==> config.mk <==
export PLATFORM = sky130hd
export DESIGN_NAME = psum_out_stage
export DESIGN_NICKNAME = d
export VERILOG_FILES = /design/src/rtl/psum_out_pkg.sv /design/src/rtl/psum_col_fifo.sv /design/src/rtl/psum_out_stage.sv
export SDC_FILE = /design/constraint.sdc
export NUM_CORES = 2
export LEC_CHECK = 0
export ABC_CLOCK_PERIOD_IN_PS = 14770
export BUFFER_PORTS_ARGS = -buffer_cell sky130_fd_sc_hd__buf_4
export CORE_AREA = 2 2 407 409
export CTS_CLUSTER_SIZE = 40
export DETAILED_ROUTE_END_ITERATION = 10
export DIE_AREA = 0 0 409 411
export PLACE_DENSITY = 0.79
export SLEW_MARGIN = 40
export SYNTH_ARGS = -nofsm -noshare
export SYNTH_HDL_FRONTEND = slang
export SYNTH_SLANG_ARGS = --single-unit
==> constraint.sdc <==
create_clock -name clk -period 14.77 [get_ports clk]
set_input_delay 0.7385 -clock clk [delete_from_list [all_inputs] [get_ports clk]]
set_output_delay 0.7385 -clock clk [all_outputs]
set_load 0.01 [all_outputs]
==> src/rtl/psum_out_pkg.sv <==
// rtl/psum_out_pkg.sv - shared FSM state and mode constants for the psum output stage
package psum_out_pkg;

    typedef enum logic [1:0] {
        ST_IDLE = 2'd0,
        ST_ACC  = 2'd1,
        ST_EMIT = 2'd2
    } state_t;

    localparam logic MODE_WS = 1'b0;
    localparam logic MODE_OS = 1'b1;

endpackage

==> src/rtl/psum_col_fifo.sv <==
// rtl/psum_col_fifo.sv - single-column psum FIFO, extra pointer bit separates full from empty
module psum_col_fifo #(
    parameter int W     = 16,
    parameter int DEPTH = 16
) (
    input  logic         clk,
    input  logic         reset,
    input  logic         push,
    input  logic         pop,
    input  logic [W-1:0] wdata,
    output logic         full,
    output logic         empty,
    output logic [W-1:0] rdata
);

    localparam int AW = $clog2(DEPTH);

    logic [AW:0]  wr_ptr;
    logic [AW:0]  rd_ptr;
    logic [W-1:0] mem [DEPTH];
    logic         do_push;
    logic         do_pop;

    // a push into a full column is dropped even when a pop frees a slot this cycle
    assign do_push = push && !full;
    assign do_pop  = pop && !empty;

    assign empty = (wr_ptr == rd_ptr);
    assign full  = (wr_ptr[AW] != rd_ptr[AW]) && (wr_ptr[AW-1:0] == rd_ptr[AW-1:0]);
    assign rdata = mem[rd_ptr[AW-1:0]];

    always_ff @(posedge clk or posedge reset) begin
        if (reset) begin
            wr_ptr <= '0;
            rd_ptr <= '0;
        end else begin
            if (do_push) wr_ptr <= wr_ptr + (AW+1)'(1);
            if (do_pop)  rd_ptr <= rd_ptr + (AW+1)'(1);
        end
    end

    always_ff @(posedge clk) begin
        if (do_push) mem[wr_ptr[AW-1:0]] <= wdata;
    end

endmodule

==> src/rtl/psum_out_stage.sv <==
// rtl/psum_out_stage.sv - per-column psum queues, WS accumulation with saturation, OS pass-through
module psum_out_stage
    import psum_out_pkg::*;
#(
    parameter int COL     = 8,
    parameter int PSUM_BW = 16,
    parameter int DEPTH   = 16,
    parameter int LEN_BW  = 6
) (
    input  logic                   clk,
    input  logic                   reset,
    input  logic                   mode,
    input  logic                   relu_en,
    input  logic [LEN_BW-1:0]      acc_len,
    input  logic [COL-1:0]         in_valid,
    input  logic [COL*PSUM_BW-1:0] in_data,
    output logic [COL-1:0]         in_full,
    output logic                   out_valid,
    input  logic                   out_ready,
    output logic [COL*PSUM_BW-1:0] out_data,
    output logic                   overflow_err,
    output logic                   busy
);

    state_t                 state, state_n;
    logic                   mode_q, mode_q_n;
    logic [LEN_BW-1:0]      target, target_n;
    logic [LEN_BW-1:0]      cnt, cnt_n;
    logic [LEN_BW:0]        cnt_inc;
    logic [LEN_BW-1:0]      target_new;
    logic [COL*PSUM_BW-1:0] acc, acc_n;
    logic [COL*PSUM_BW-1:0] acc_sum;
    logic [COL*PSUM_BW-1:0] row;
    logic [COL*PSUM_BW-1:0] emit_data;
    logic [COL-1:0]         col_empty;
    logic                   row_avail;
    logic                   pop;

    function automatic logic [PSUM_BW-1:0] sat_add(input logic [PSUM_BW-1:0] a,
                                                   input logic [PSUM_BW-1:0] b);
        logic [PSUM_BW:0] s;
        s = {a[PSUM_BW-1], a} + {b[PSUM_BW-1], b};
        if (s[PSUM_BW] != s[PSUM_BW-1])
            return s[PSUM_BW] ? {1'b1, {(PSUM_BW-1){1'b0}}} : {1'b0, {(PSUM_BW-1){1'b1}}};
        return s[PSUM_BW-1:0];
    endfunction

    genvar gc;
    generate
        for (gc = 0; gc < COL; gc++) begin : g_col
            psum_col_fifo #(
                .W     (PSUM_BW),
                .DEPTH (DEPTH)
            ) u_fifo (
                .clk   (clk),
                .reset (reset),
                .push  (in_valid[gc]),
                .pop   (pop),
                .wdata (in_data[gc*PSUM_BW +: PSUM_BW]),
                .full  (in_full[gc]),
                .empty (col_empty[gc]),
                .rdata (row[gc*PSUM_BW +: PSUM_BW])
            );
        end
    endgenerate

    assign row_avail  = ~|col_empty;
    assign cnt_inc    = {1'b0, cnt} + (LEN_BW+1)'(1);
    assign target_new = (mode == MODE_OS) ? LEN_BW'(1)
                      : ((acc_len == '0) ? LEN_BW'(1) : acc_len);

    always_comb begin
        acc_sum = '0;
        for (int c = 0; c < COL; c++)
            acc_sum[c*PSUM_BW +: PSUM_BW] = sat_add(acc[c*PSUM_BW +: PSUM_BW],
                                                    row[c*PSUM_BW +: PSUM_BW]);
    end

    always_comb begin
        state_n  = state;
        acc_n    = acc;
        cnt_n    = cnt;
        mode_q_n = mode_q;
        target_n = target;
        pop      = 1'b0;
        case (state)
            ST_IDLE: begin
                if (row_avail) begin
                    pop      = 1'b1;
                    mode_q_n = mode;
                    target_n = target_new;
                    acc_n    = row;
                    cnt_n    = LEN_BW'(1);
                    state_n  = (target_new == LEN_BW'(1)) ? ST_EMIT : ST_ACC;
                end
            end
            ST_ACC: begin
                if (row_avail) begin
                    pop     = 1'b1;
                    acc_n   = acc_sum;
                    cnt_n   = cnt_inc[LEN_BW-1:0];
                    if (cnt_inc == {1'b0, target}) state_n = ST_EMIT;
                end
            end
            ST_EMIT: begin
                if (out_valid && out_ready) state_n = ST_IDLE;
            end
            default: state_n = ST_IDLE;
        endcase
    end

    // ReLU only ever applies to accumulated (WS) results
    always_comb begin
        emit_data = acc_n;
        if (mode_q_n == MODE_WS && relu_en) begin
            for (int c = 0; c < COL; c++)
                if (acc_n[c*PSUM_BW + PSUM_BW - 1]) emit_data[c*PSUM_BW +: PSUM_BW] = '0;
        end
    end

    always_ff @(posedge clk or posedge reset) begin
        if (reset) begin
            state        <= ST_IDLE;
            mode_q       <= MODE_WS;
            target       <= LEN_BW'(1);
            cnt          <= '0;
            acc          <= '0;
            out_valid    <= 1'b0;
            out_data     <= '0;
            busy         <= 1'b0;
            overflow_err <= 1'b0;
        end else begin
            state     <= state_n;
            mode_q    <= mode_q_n;
            target    <= target_n;
            cnt       <= cnt_n;
            acc       <= acc_n;
            out_valid <= (state_n == ST_EMIT);
            busy      <= (state_n != ST_IDLE);
            // captured once on entry so the row stays stable while the handshake stalls
            if (state_n == ST_EMIT && state != ST_EMIT) out_data <= emit_data;
            if (|(in_valid & in_full)) overflow_err <= 1'b1;
        end
    end

endmodule

==> flow_metrics.tcl <==
set metrics [dict create \
    timing.max_cap.violations 0 \
    firstDrtPassIters 6 \
    r2r-start "g_col[7].u_fifo.rd_ptr[0]$_DFFE_PP0P_" \
    final_area_um2 114000 \
    post_cts_resized 0 \
    vias_per_cell 6.74 \
    crit_fanout 36 \
    critPathCaptureType "flip-flop" \
    io_buffers 285 \
    grt_max_degree 91 \
    finalWirelength_mm 269 \
    crit_required_ns 15.52 \
    fillerInstances 9839 \
    synth_top_area_share_pct 60.8 \
    gr-usage-all-layers_pct 32.2 \
    grt_pass1_wl_mm 392 \
    setup_tns_ns 0 \
    max_slew.worst_pin.slew_ns 0.961 \
    postPlaceCellArea_um2 107000 \
    overflow 0 \
    ff2ff_setup_slack_ns 8.84 \
    ys_ff_latch 2402 \
    nNetsFinal 6372 \
    cp-start-kind "flip-flop" \
    finalCriticalPeriod_ns 5.93 \
    finalHoldViolations 0 \
    cts.clk_slew.worst_paths_ns 0.07 \
    fin_util_pct 69.6 \
    die_x_um 409 \
    drive_gt1_share_pct 26.1 \
    finalClockSkew_ns 0.0452 \
    area_delta_synth_final_pct 12.8 \
    dominantRegCellSynth "edfxtp_1" \
    syn_area_um2 101000 \
    detail_route.wl_per_cell_um 31.8 \
    min_to "g_col[4].u_fifo.mem[6][9]$_DFFE_PP_" \
    ff2ff_path_depth 12 \
    drt_iter0_markers 7850 \
    whs_path_depth 1 \
    yosysWarnings 0 \
    fmax_mhz 169 \
    grt_antenna_before_repair 12 \
    yosysSeqAreaShare_pct 69.6 \
    min_from "in_data[73]" \
    antenna_left 0 \
    min_path_type "input port to flip-flop" \
    finalSetupViolCount 0 \
    cts_buffer_depth 3 \
    rsz0062_at_grt "false" \
    dr_total_vias 56900 \
    synthArstFlopShare_pct 14.7 \
    die-area_um2 168000 \
    cts_setup_buffers 0 \
    grtUsageMet3_pct 9.08 \
    cts_buffers 227 \
    syn_inst 5645 \
    clk_latency_ns 0.91 \
    grt_pass1_vias 57700 \
    syn_area_per_cell_um2 17.9 \
    cts_sinks 2402 \
    yosys.area.top_type "edfxtp_1" \
    worstReg2RegEnd "out_data[116]$_DFFE_PP0P_" \
    use_met2_pct 50.9 \
    grtUsageMet1_pct 43.1 \
    max_slew_margin_pct 35.8 \
    core_um2 164000 \
    die_h_um 411 \
    syn_nets 5969 \
    synth_edf_count 2048 \
    slew_viol_final 0 \
    start_util_pct 61.7 \
    row_count 149 \
    dpl.hpwl_mm 162 \
    gp_congestion 0.908 \
    htree_levels 4 \
    status "finished, final reports clean" \
    ios 286 \
    synth_area_leaders "edfxtp_1 61%, mux4_2 14%, dfrtp_1 8.7%" \
    criticalPathCategory "flip-flop to flip-flop" \
    ys_types 101 \
    root_buffer "clkbuf_16" \
    period_share_pct 40.1 \
    grt-busiest-layer "met2" \
    arrival_ns 6.68 \
    postCtsHoldBufs 1 \
    cts_tree "done" \
    remaining_drc_errors 0 \
]
[cell type report]
type | count | area, um^2 | area share, %
clock buffer | 285 | 5960 | 5.22
inverter | 66 | 256 | 0.225
clock inverter | 141 | 1540 | 1.35
multi-input combinational | 2874 | 29500 | 25.9
timing repair buffer | 477 | 3660 | 3.21
tap | 2189 | 2740 | 2.40
antenna | 6 | 15.0 | 0.0132
sequential | 2402 | 70400 | 61.7
[cell families (layout without fill, tap and decap cells)]
| family | Yosys count | count (layout) | synth area share, % |
|---|---|---|---|
| compound gates | 937 | 937 | 6.52 |
| xor+xnor | 198 | 198 | 1.71 |
| fa+ha+maj | 181 | 181 | 2.29 |
| buf+inv | 369 | 969 | 1.67 |
| flops | 2402 | 2402 | 69.6 |
| mux | 646 | 646 | 14.1 |
| other cells | 0 | 6 | 0 |
| simple gates | 912 | 912 | 4.15 |
[routing by layer]
metal | vias up | wire length [um] | share of wire (%)
met2 | 3404 | 129000 | 48
met5 | - | 83 | 0.031
met1 | 29200 | 97300 | 36
met4 | 12 | 11100 | 4.1
met3 | 576 | 31100 | 12
li1 | 23700 | - | -
[critical path, cell delays in order (launching register included)]
cell and delay [ns]:
dfrtp_4 0.91, buf_4 0.67, mux4_2 0.60, mux4_2 0.60, fa_1 0.46, a211oi_1 0.33
o211a_1 0.25, nor3_1 0.08, o21ai_1 0.39, o2111ai_1 0.20, a221oi_2 0.73, nor2_2 0.23
a22o_1 0.27
[per-stage QoR]
step                setup slack, ns  cells  hold WS [ns]
finish                         8.84   8440         0.122
global placement               8.78   8004         0.470
CTS                            8.86   8434        0.0685
detailed placement             8.89   8007         0.474
floorplan                      4.21   5645         0.452
global route                   8.53   8438         0.111
[worst max-delay path by stage]
stage | from | end | slack, ns
after floorplan | reset | acc[0]$_DFF_PP0_ | 4.21
after detailed placement | g_col[3].u_fifo.rd_ptr[0]$_DFFE_PP0P_ | out_data[51]$_DFFE_PP0P_ | 8.89
after global placement | g_col[3].u_fifo.rd_ptr[0]$_DFFE_PP0P_ | out_data[49]$_DFFE_PP0P_ | 8.78
after global routing | g_col[7].u_fifo.rd_ptr[0]$_DFFE_PP0P_ | out_data[116]$_DFFE_PP0P_ | 8.53
final | g_col[7].u_fifo.rd_ptr[0]$_DFFE_PP0P_ | out_data[116]$_DFFE_PP0P_ | 8.84
after CTS | g_col[7].u_fifo.rd_ptr[0]$_DFFE_PP0P_ | out_data[116]$_DFFE_PP0P_ | 8.86
[cells in the mapped netlist, drive strengths merged, types with 56 or more instances]
library cell,instances
nor3,79
xor2,59
a22o,96
xnor2,139
o211ai,56
nor2,280
dfrtp,353
ha,169
a21oi,154
o21ai,201
edfxtp,2048
nand2,289
inv,66
o21a,65
buf,170
nand3,75
mux4,622
clkbuf,133
[state kept, by name, summed over array words and instances (netlist names)]
signal / count
busy: 1
acc: 128
overflow_err: 1
out_data: 128
mode_q: 1
g_col.u_fifo.wr_ptr: 40
out_valid: 1
cnt: 6
state: 2
g_col.u_fifo.rd_ptr: 40
target: 6
g_col.u_fifo.mem: 2048
[cells in the final DEF (no fill, tap or decap), types with 37 or more instances in the layout]
cell / Yosys / routed
a21o_1: 55 / 55
a22o_1: 96 / 96
mux4_2: 622 / 622
nand2b_1: 37 / 37
dfrtp_1: 353 / 335
a21oi_1: 148 / 146
a211oi_1: 43 / 43
xor2_1: 59 / 58
nand2_1: 289 / 287
nor2_2: 4 / 69
o21ai_0: 167 / 166
clkbuf_16: 0 / 227
edfxtp_1: 2048 / 2048
nor2_1: 274 / 207
o21a_1: 65 / 65
ha_1: 169 / 169
inv_1: 65 / 63
xnor2_1: 139 / 139
buf_4: 32 / 457
nor3_1: 78 / 46
clkbuf_1: 133 / 52
nand3_1: 74 / 74
a22oi_1: 41 / 41
clkinv_2: 0 / 43
o211ai_1: 54 / 54
clkinv_1: 0 / 44
Power is not shown: default switching activity piles up to over one toggle a cycle in this logic, so the estimate is an artifact.
